**config.mk**
```make
export PLATFORM = sky130hd
export DESIGN_NAME = line_window_buf
export DESIGN_NICKNAME = d
export VERILOG_FILES = /design/src/rtl/lwb_pkg.sv /design/src/rtl/lwb_line_ram.sv /design/src/rtl/line_window_buf.sv
export SDC_FILE = /design/constraint.sdc
export NUM_CORES = 2
export LEC_CHECK = 0
export BUFFER_PORTS_ARGS = -buffer_cell sky130_fd_sc_hd__buf_2
export CAP_MARGIN = 20
export CORE_MARGIN = 2
export CORE_UTILIZATION = 30
export CTS_BUF_LIST = sky130_fd_sc_hd__clkbuf_4 sky130_fd_sc_hd__clkbuf_8
export CTS_CLUSTER_DIAMETER = 80
export DETAILED_ROUTE_END_ITERATION = 6
export GPL_TIMING_DRIVEN = 1
export MAX_ROUTING_LAYER = met4
export PLACE_DENSITY = 0.44
export SKIP_LAST_GASP = 1
export SLEW_MARGIN = 25
export SYNTH_ARGS = -nofsm -noshare
export SYNTH_HDL_FRONTEND = slang
export SYNTH_HIERARCHICAL = 1
export SYNTH_SLANG_ARGS = --single-unit
```
**constraint.sdc**
```tcl
create_clock -name axi_clk -period 6.3 [get_ports axi_clk]
set_clock_uncertainty 0.2 [all_clocks]
set_input_delay 0.63 -clock axi_clk [delete_from_list [all_inputs] [get_ports axi_clk]]
set_output_delay 0.63 -clock axi_clk [all_outputs]
set_load 0.05 [all_outputs]
```
**src/rtl/lwb_pkg.sv**
```systemverilog
// Shared defaults, read-FSM state type and window width helper for line_window_buf.
package lwb_pkg;

   localparam int LWB_DATA_W = 8;
   localparam int LWB_IMG_W  = 28;
   localparam int LWB_K      = 3;
   localparam int LWB_NUM_LB = 4;

   typedef enum logic [1:0] {
      ST_IDLE   = 2'd0,
      ST_RUN    = 2'd1,
      ST_RETIRE = 2'd2
   } lwb_state_t;

   function automatic int win_w(input int k, input int dw);
      return k * k * dw;
   endfunction

endpackage

```
**src/rtl/lwb_line_ram.sv**
```systemverilog
// One image line: a single write port and K combinational read ports.
// Contents are intentionally not reset.
module lwb_line_ram
   import lwb_pkg::*;
#(
   parameter int DATA_W = LWB_DATA_W,
   parameter int IMG_W  = LWB_IMG_W,
   parameter int K      = LWB_K,
   parameter int AW     = 5
) (
   input  logic                axi_clk,
   input  logic                we,
   input  logic [AW-1:0]       wr_addr,
   input  logic [DATA_W-1:0]   wr_data,
   input  logic [K*AW-1:0]     rd_addr,
   output logic [K*DATA_W-1:0] rd_data
);

   logic [DATA_W-1:0] mem_q [IMG_W];

   always_ff @(posedge axi_clk) begin
      if (we) begin
         mem_q[wr_addr] <= wr_data;
      end
   end

   always_comb begin
      rd_data = '0;
      for (int c = 0; c < K; c++) begin
         rd_data[c*DATA_W +: DATA_W] = mem_q[rd_addr[c*AW +: AW]];
      end
   end

endmodule

```
**src/rtl/line_window_buf.sv**
```systemverilog
// Ring of NUM_LB line buffers presenting KxK windows over a valid/ready handshake.
// Optional macro LWB_ZERO_PAD_EN: one window per column with zero-padded borders.
//
//   state     | meaning
//   ----------+-----------------------------------------------------------
//   ST_IDLE   | waiting for at least K complete lines
//   ST_RUN    | presenting windows, rd_col advances on each transfer
//   ST_RETIRE | oldest line freed: rd_lb advances, filled drops, o_intr pulses
module line_window_buf
   import lwb_pkg::*;
#(
   parameter int DATA_W = LWB_DATA_W,
   parameter int IMG_W  = LWB_IMG_W,
   parameter int K      = LWB_K,
   parameter int NUM_LB = LWB_NUM_LB
) (
   input  logic                          axi_clk,
   input  logic                          axi_rst_n,
   input  logic                          i_data_valid,
   input  logic [DATA_W-1:0]             i_data,
   input  logic                          i_window_ready,
   output logic                          o_window_valid,
   output logic [win_w(K, DATA_W)-1:0]   o_window,
   output logic                          o_intr,
   output logic                          o_overflow,
   output logic [3:0]                    o_lines_filled
);

   localparam int CW = (IMG_W > 1) ? $clog2(IMG_W) : 1;
   localparam int LW = (NUM_LB > 1) ? $clog2(NUM_LB) : 1;
`ifdef LWB_ZERO_PAD_EN
   localparam int LAST_COL = IMG_W - 1;
`else
   localparam int LAST_COL = IMG_W - K;
`endif
   localparam logic [CW-1:0] WR_LAST  = CW'(IMG_W - 1);
   localparam logic [CW-1:0] RD_LAST  = CW'(LAST_COL);
   localparam logic [LW-1:0] LB_LAST  = LW'(NUM_LB - 1);
   localparam logic [3:0]    NUM_LB_C = 4'(NUM_LB);
   localparam logic [3:0]    K_C      = 4'(K);

   lwb_state_t      state_q, state_d;
   logic [CW-1:0]   wr_col_q, wr_col_d, rd_col_q, rd_col_d;
   logic [LW-1:0]   wr_lb_q, wr_lb_d, rd_lb_q, rd_lb_d;
   logic [3:0]      filled_q, filled_d;
   logic            overflow_q, overflow_d;
   logic            accept, line_done, retire;

   logic [K*CW-1:0]     rd_addr;
   logic [K-1:0]        col_ok;
   logic [K*DATA_W-1:0] ram_rd [NUM_LB];
   logic [LW:0]         row_sum;
   logic [LW-1:0]       row_lb;
`ifdef LWB_ZERO_PAD_EN
   int                  pad_col;
`endif

   always_comb begin
      accept     = i_data_valid && (filled_q != NUM_LB_C);
      line_done  = accept && (wr_col_q == WR_LAST);
      overflow_d = overflow_q || (i_data_valid && (filled_q == NUM_LB_C));
      wr_col_d   = wr_col_q;
      wr_lb_d    = wr_lb_q;
      if (accept) begin
         if (line_done) begin
            wr_col_d = '0;
            wr_lb_d  = (wr_lb_q == LB_LAST) ? '0 : wr_lb_q + 1'b1;
         end else begin
            wr_col_d = wr_col_q + 1'b1;
         end
      end
   end

   always_comb begin
      state_d        = state_q;
      rd_col_d       = rd_col_q;
      rd_lb_d        = rd_lb_q;
      retire         = 1'b0;
      o_window_valid = 1'b0;
      o_intr         = 1'b0;
      case (state_q)
         ST_IDLE: begin
            if (filled_q >= K_C) begin
               state_d  = ST_RUN;
               rd_col_d = '0;
            end
         end
         ST_RUN: begin
            o_window_valid = 1'b1;
            if (i_window_ready) begin
               if (rd_col_q == RD_LAST) begin
                  state_d = ST_RETIRE;
               end else begin
                  rd_col_d = rd_col_q + 1'b1;
               end
            end
         end
         ST_RETIRE: begin
            retire  = 1'b1;
            o_intr  = 1'b1;
            rd_lb_d = (rd_lb_q == LB_LAST) ? '0 : rd_lb_q + 1'b1;
            state_d = ST_IDLE;
         end
         default: state_d = ST_IDLE;
      endcase
   end

   // A line completing in the retire cycle cancels the decrement.
   always_comb begin
      filled_d = filled_q;
      if (line_done && !retire) begin
         filled_d = filled_q + 4'd1;
      end else if (retire && !line_done) begin
         filled_d = filled_q - 4'd1;
      end
   end

   always_comb begin
      rd_addr = '0;
      col_ok  = '0;
`ifdef LWB_ZERO_PAD_EN
      pad_col = 0;
`endif
      for (int c = 0; c < K; c++) begin
`ifdef LWB_ZERO_PAD_EN
         pad_col   = int'(rd_col_q) + c - 1;
         col_ok[c] = (pad_col >= 0) && (pad_col < IMG_W);
         rd_addr[c*CW +: CW] = col_ok[c] ? CW'(pad_col) : '0;
`else
         col_ok[c] = 1'b1;
         rd_addr[c*CW +: CW] = rd_col_q + CW'(c);
`endif
      end
   end

   // Output is forced to zero outside RUN so reset clears it immediately.
   always_comb begin
      o_window = '0;
      row_sum  = '0;
      row_lb   = '0;
      if (o_window_valid) begin
         for (int r = 0; r < K; r++) begin
            row_sum = {1'b0, rd_lb_q} + (LW+1)'(r);
            if (row_sum >= (LW+1)'(NUM_LB)) begin
               row_sum = row_sum - (LW+1)'(NUM_LB);
            end
            row_lb = row_sum[LW-1:0];
            for (int c = 0; c < K; c++) begin
               if (col_ok[c]) begin
                  o_window[(r*K+c)*DATA_W +: DATA_W] = ram_rd[row_lb][c*DATA_W +: DATA_W];
               end
            end
         end
      end
   end

   for (genvar i = 0; i < NUM_LB; i++) begin : g_lb
      lwb_line_ram #(
         .DATA_W (DATA_W),
         .IMG_W  (IMG_W),
         .K      (K),
         .AW     (CW)
      ) u_ram (
         .axi_clk (axi_clk),
         .we      (accept && (wr_lb_q == LW'(i))),
         .wr_addr (wr_col_q),
         .wr_data (i_data),
         .rd_addr (rd_addr),
         .rd_data (ram_rd[i])
      );
   end

   always_ff @(posedge axi_clk or negedge axi_rst_n) begin
      if (!axi_rst_n) begin
         state_q    <= ST_IDLE;
         wr_col_q   <= '0;
         wr_lb_q    <= '0;
         rd_col_q   <= '0;
         rd_lb_q    <= '0;
         filled_q   <= '0;
         overflow_q <= 1'b0;
      end else begin
         state_q    <= state_d;
         wr_col_q   <= wr_col_d;
         wr_lb_q    <= wr_lb_d;
         rd_col_q   <= rd_col_d;
         rd_lb_q    <= rd_lb_d;
         filled_q   <= filled_d;
         overflow_q <= overflow_d;
      end
   end

   assign o_overflow     = overflow_q;
   assign o_lines_filled = filled_q;

endmodule
```
==> flow_summary.yaml <==
placement:
  place_congestion: 0.894
  dp.cells: 5886
  io_buffers: 90
  hpwl_um: 148000
sta:
  max_slew_margin_pct: 22.9
  rsz0062_at_grt: "false"
  period_share_pct: 97.1
  fmax_mhz: 163
  finalSetupViolations: 0
  period_minus_slack_ns: 6.12
  report.final.slew_viol_count: 0
  tightest_slew_ns: 1.15
  finalSetupTns_ns: 0
  hold_viol_final: 0
critical_path:
  rr_startpoint: "wr_col_q[1]$_DFFE_PN0P_"
  r2r-end: "o_lines_filled[3]$_DFFE_PN0P_"
  cp_num_buf_inv: 2
  cpPeakStageDelay_ns: 0.87
  path_class: "reg -> out"
  ff2ff_path_depth: 10
  critPathMaxFanout: 22
  startpoint_type: "flip-flop"
  path_delay_family: "compound AO/OA/AOI/OAI gates"
  required_ns: 5.47
  r2r_slack_ns: 2.56
  worst_setup_path_end_kind: "output port"
  cp_slowest_cell: "a211oi_1"
  worst_ep_arrival_time_ns: 5.29
  crit_chain: "ha_4, xor2_4, buf_4, nand2_1, o21ai_0, a21oi_1, a211oi_1, mux4_2, and2_1, buf_2"
floorplan:
  io_pins: 91
  fp.dieW_um: 426
  die_area_um2: 182000
  core_area_um2: 178000
  initial_core_util_pct: 30.1
  rows: 155
  die_h_um: 426
run:
  maxCapViolations: 0
route:
  drt-pass1-iter-count: 6
  drtAntennaViolNets: 0
  wl_per_cell_um: 34.1
  drc: 0
  routed_wl_um: 212000
  vias_per_cell: 5.85
  via_count: 36400
  drt-initial-drc-count: 4348
synth:
  yosysSeqAreaShare_pct: 51.2
  ys_ff_latch: 917
  syn-num-nets: 3584
  yosysUniqueCellTypes: 55
  synth-edff-count: 896
  avgSynthCellArea_um2: 15.0
  synth_ff_type: "edfxtp_1"
  syn-cell-area_um2: 53500
  synthTopCellsByCount: "edfxtp_1 (896), mux4_2 (497), mux2i_1 (494), nand2_1 (189), nor2_1 (148)"
  yosys.area.top_type: "edfxtp_1"
  async_flop_share_pct: 2.29
  synthTopCellsByArea: "edfxtp_1 (50%), mux4_2 (21%), mux2i_1 (9.2%)"
  ys_warn_count: 6
  synthCells: 3559
  yosysTopAreaCellShare_pct: 50.3
  yosysMostFrequentCell: "edfxtp_1"
cts:
  cts_tree: "built"
  cts.sinks: 917
  numCtsBuffers: 174
  cts.htree.levels: 4
  clkLatencyLatePin_ns: 0.93
  clockBufferDepth: 3
  clock-root-buffer: "clkbuf_8"
  clk_transition_reported_paths_ns: 0.06
global_routing:
  grt_pass1_vias: 35900
  grt_start_max_net_pins: 102
  grt_first_pass_wirelength_um: 293000
  globalRouteTotalUtil_pct: 23.7
  antenna_found_initial: 4
  grt-ovfl-total: 0
layout:
  layout.cells.non_filler: 6218
  drive_above_1_share_pct: 30.5
  syn_to_final_growth_pct: 13.5
  nets: 3741
min_path:
  min_from: "i_data[0]"
  min_path_cells: 1
  holdPathEnd: "g_lb[0].u_ram/mem_q[22][0]$_DFFE_PP_"
  hold_path.class: "in -> reg"
outcome:
  status: "finished clean"
## flip-flops by register name (all words and copies together) (netlist names)
signal / count
wr_col_q: 5
wr_lb_q: 2
rd_lb_q: 2
o_lines_filled: 4
o_overflow: 1
g_lb.u_ram/mem_q: 896
rd_col_q: 5
state_q: 2
## area by class of cell
cell class                      instances  area [um2]
Fill cell                           17200      117000
Sequential cell                       917       27500
Multi-Input combinational cell       2341       24700
Tap cell                             2355        2950
Clock buffer                          228        2830
Timing Repair Buffer                  267        2100
Clock inverter                         87         627
Inverter                               15        83.8
Antenna cell                            8        20.0
## per-stage QoR
| stage | hold slack, ns | setup WS (ns) | utilization, % | instance area [um2] |
|---|---|---|---|---|
| after floorplan | 0.134 | 2.17 | - | 53500 |
| after global placement | 0.278 | 0.781 | 32.1 | 57100 |
| after detailed placement | 0.292 | 0.900 | 32.2 | 57200 |
| after CTS | 0.00203 | 0.108 | 34.1 | 60700 |
| after global routing | 0.0505 | 0.0995 | 34.2 | 60700 |
| final | 0.0603 | 0.183 | 34.2 | 60800 |
## metal layers
metal	part of all wire (%)	track usage [%]
met4	3.7	8.62
met1	41	30.7
met5	0	-
met2	49	38.1
met3	6.3	3.29
## repair_timing
item                                    in CTS  in global routing
buffers inserted                             1                  0
resized for setup                            2                  1
pin swaps                                    1                  0
hold endpoints to repair                    68                  0
endpoints found under the setup margin       8                  3
hold buffers                                 8                  0
## worst max-delay path by stage
stage / start / endpoint / slack (ns) / cells after the start
3_5_place_dp: rd_col_q[1]$_DFFE_PN0P_ / o_window[8] / 0.90 / 11
6_report: rd_col_q[2]$_DFFE_PN0P_ / o_window[45] / 0.18 / 10
2_1_floorplan: rd_col_q[0]$_DFFE_PN0P_ / o_window[58] / 2.17 / 10
3_3_place_gp: rd_col_q[1]$_DFFE_PN0P_ / o_window[32] / 0.78 / 10
5_1_grt: rd_col_q[2]$_DFFE_PN0P_ / o_window[21] / 0.1 / 10
4_1_cts: rd_col_q[1]$_DFFE_PN0P_ / o_window[59] / 0.11 / 11
## worst register-to-register path: cells and delay by family, from the launching register on
family / cells / cell delay [ns]
flops: 1 / 0.95
buf+inv: 2 / 0.26
compound gates: 2 / 0.20
simple gates: 3 / 1.02
fa+ha+maj: 3 / 0.98
## kinds of logic after synthesis
group	share of synthesized area [%]
compound gates	5.30
xor+xnor	0.115
fa+ha+maj	0.318
simple gates	8.13
buf+inv	2.96
flops	51.2
mux	31.9
## layout by cell type, fill, tap and decap left out, drive strengths merged, types with 13 or more instances in the layout
| cell | count |
|---|---|
| nand2 | 189 |
| nand2b | 13 |
| or3b | 24 |
| edfxtp | 896 |
| inv | 17 |
| nand3b | 34 |
| nor3 | 33 |
| nand4 | 84 |
| a211oi | 30 |
| mux2 | 41 |
| or3 | 21 |
| nand3 | 121 |
| and2 | 81 |
| or2 | 36 |
| nor2 | 148 |
| dfrtp | 21 |
| mux2i | 494 |
| buf | 259 |
| o22ai | 128 |
| mux4 | 516 |
| o211a | 32 |
| o21ai | 41 |
| clkinv | 69 |
| nor2b | 47 |
| a21oi | 87 |
| clkbuf | 228 |
| a22oi | 84 |
Power is left out: the tool's default activity adds up to more than one toggle a clock period on the data nets, which glitch-free logic cannot reach.
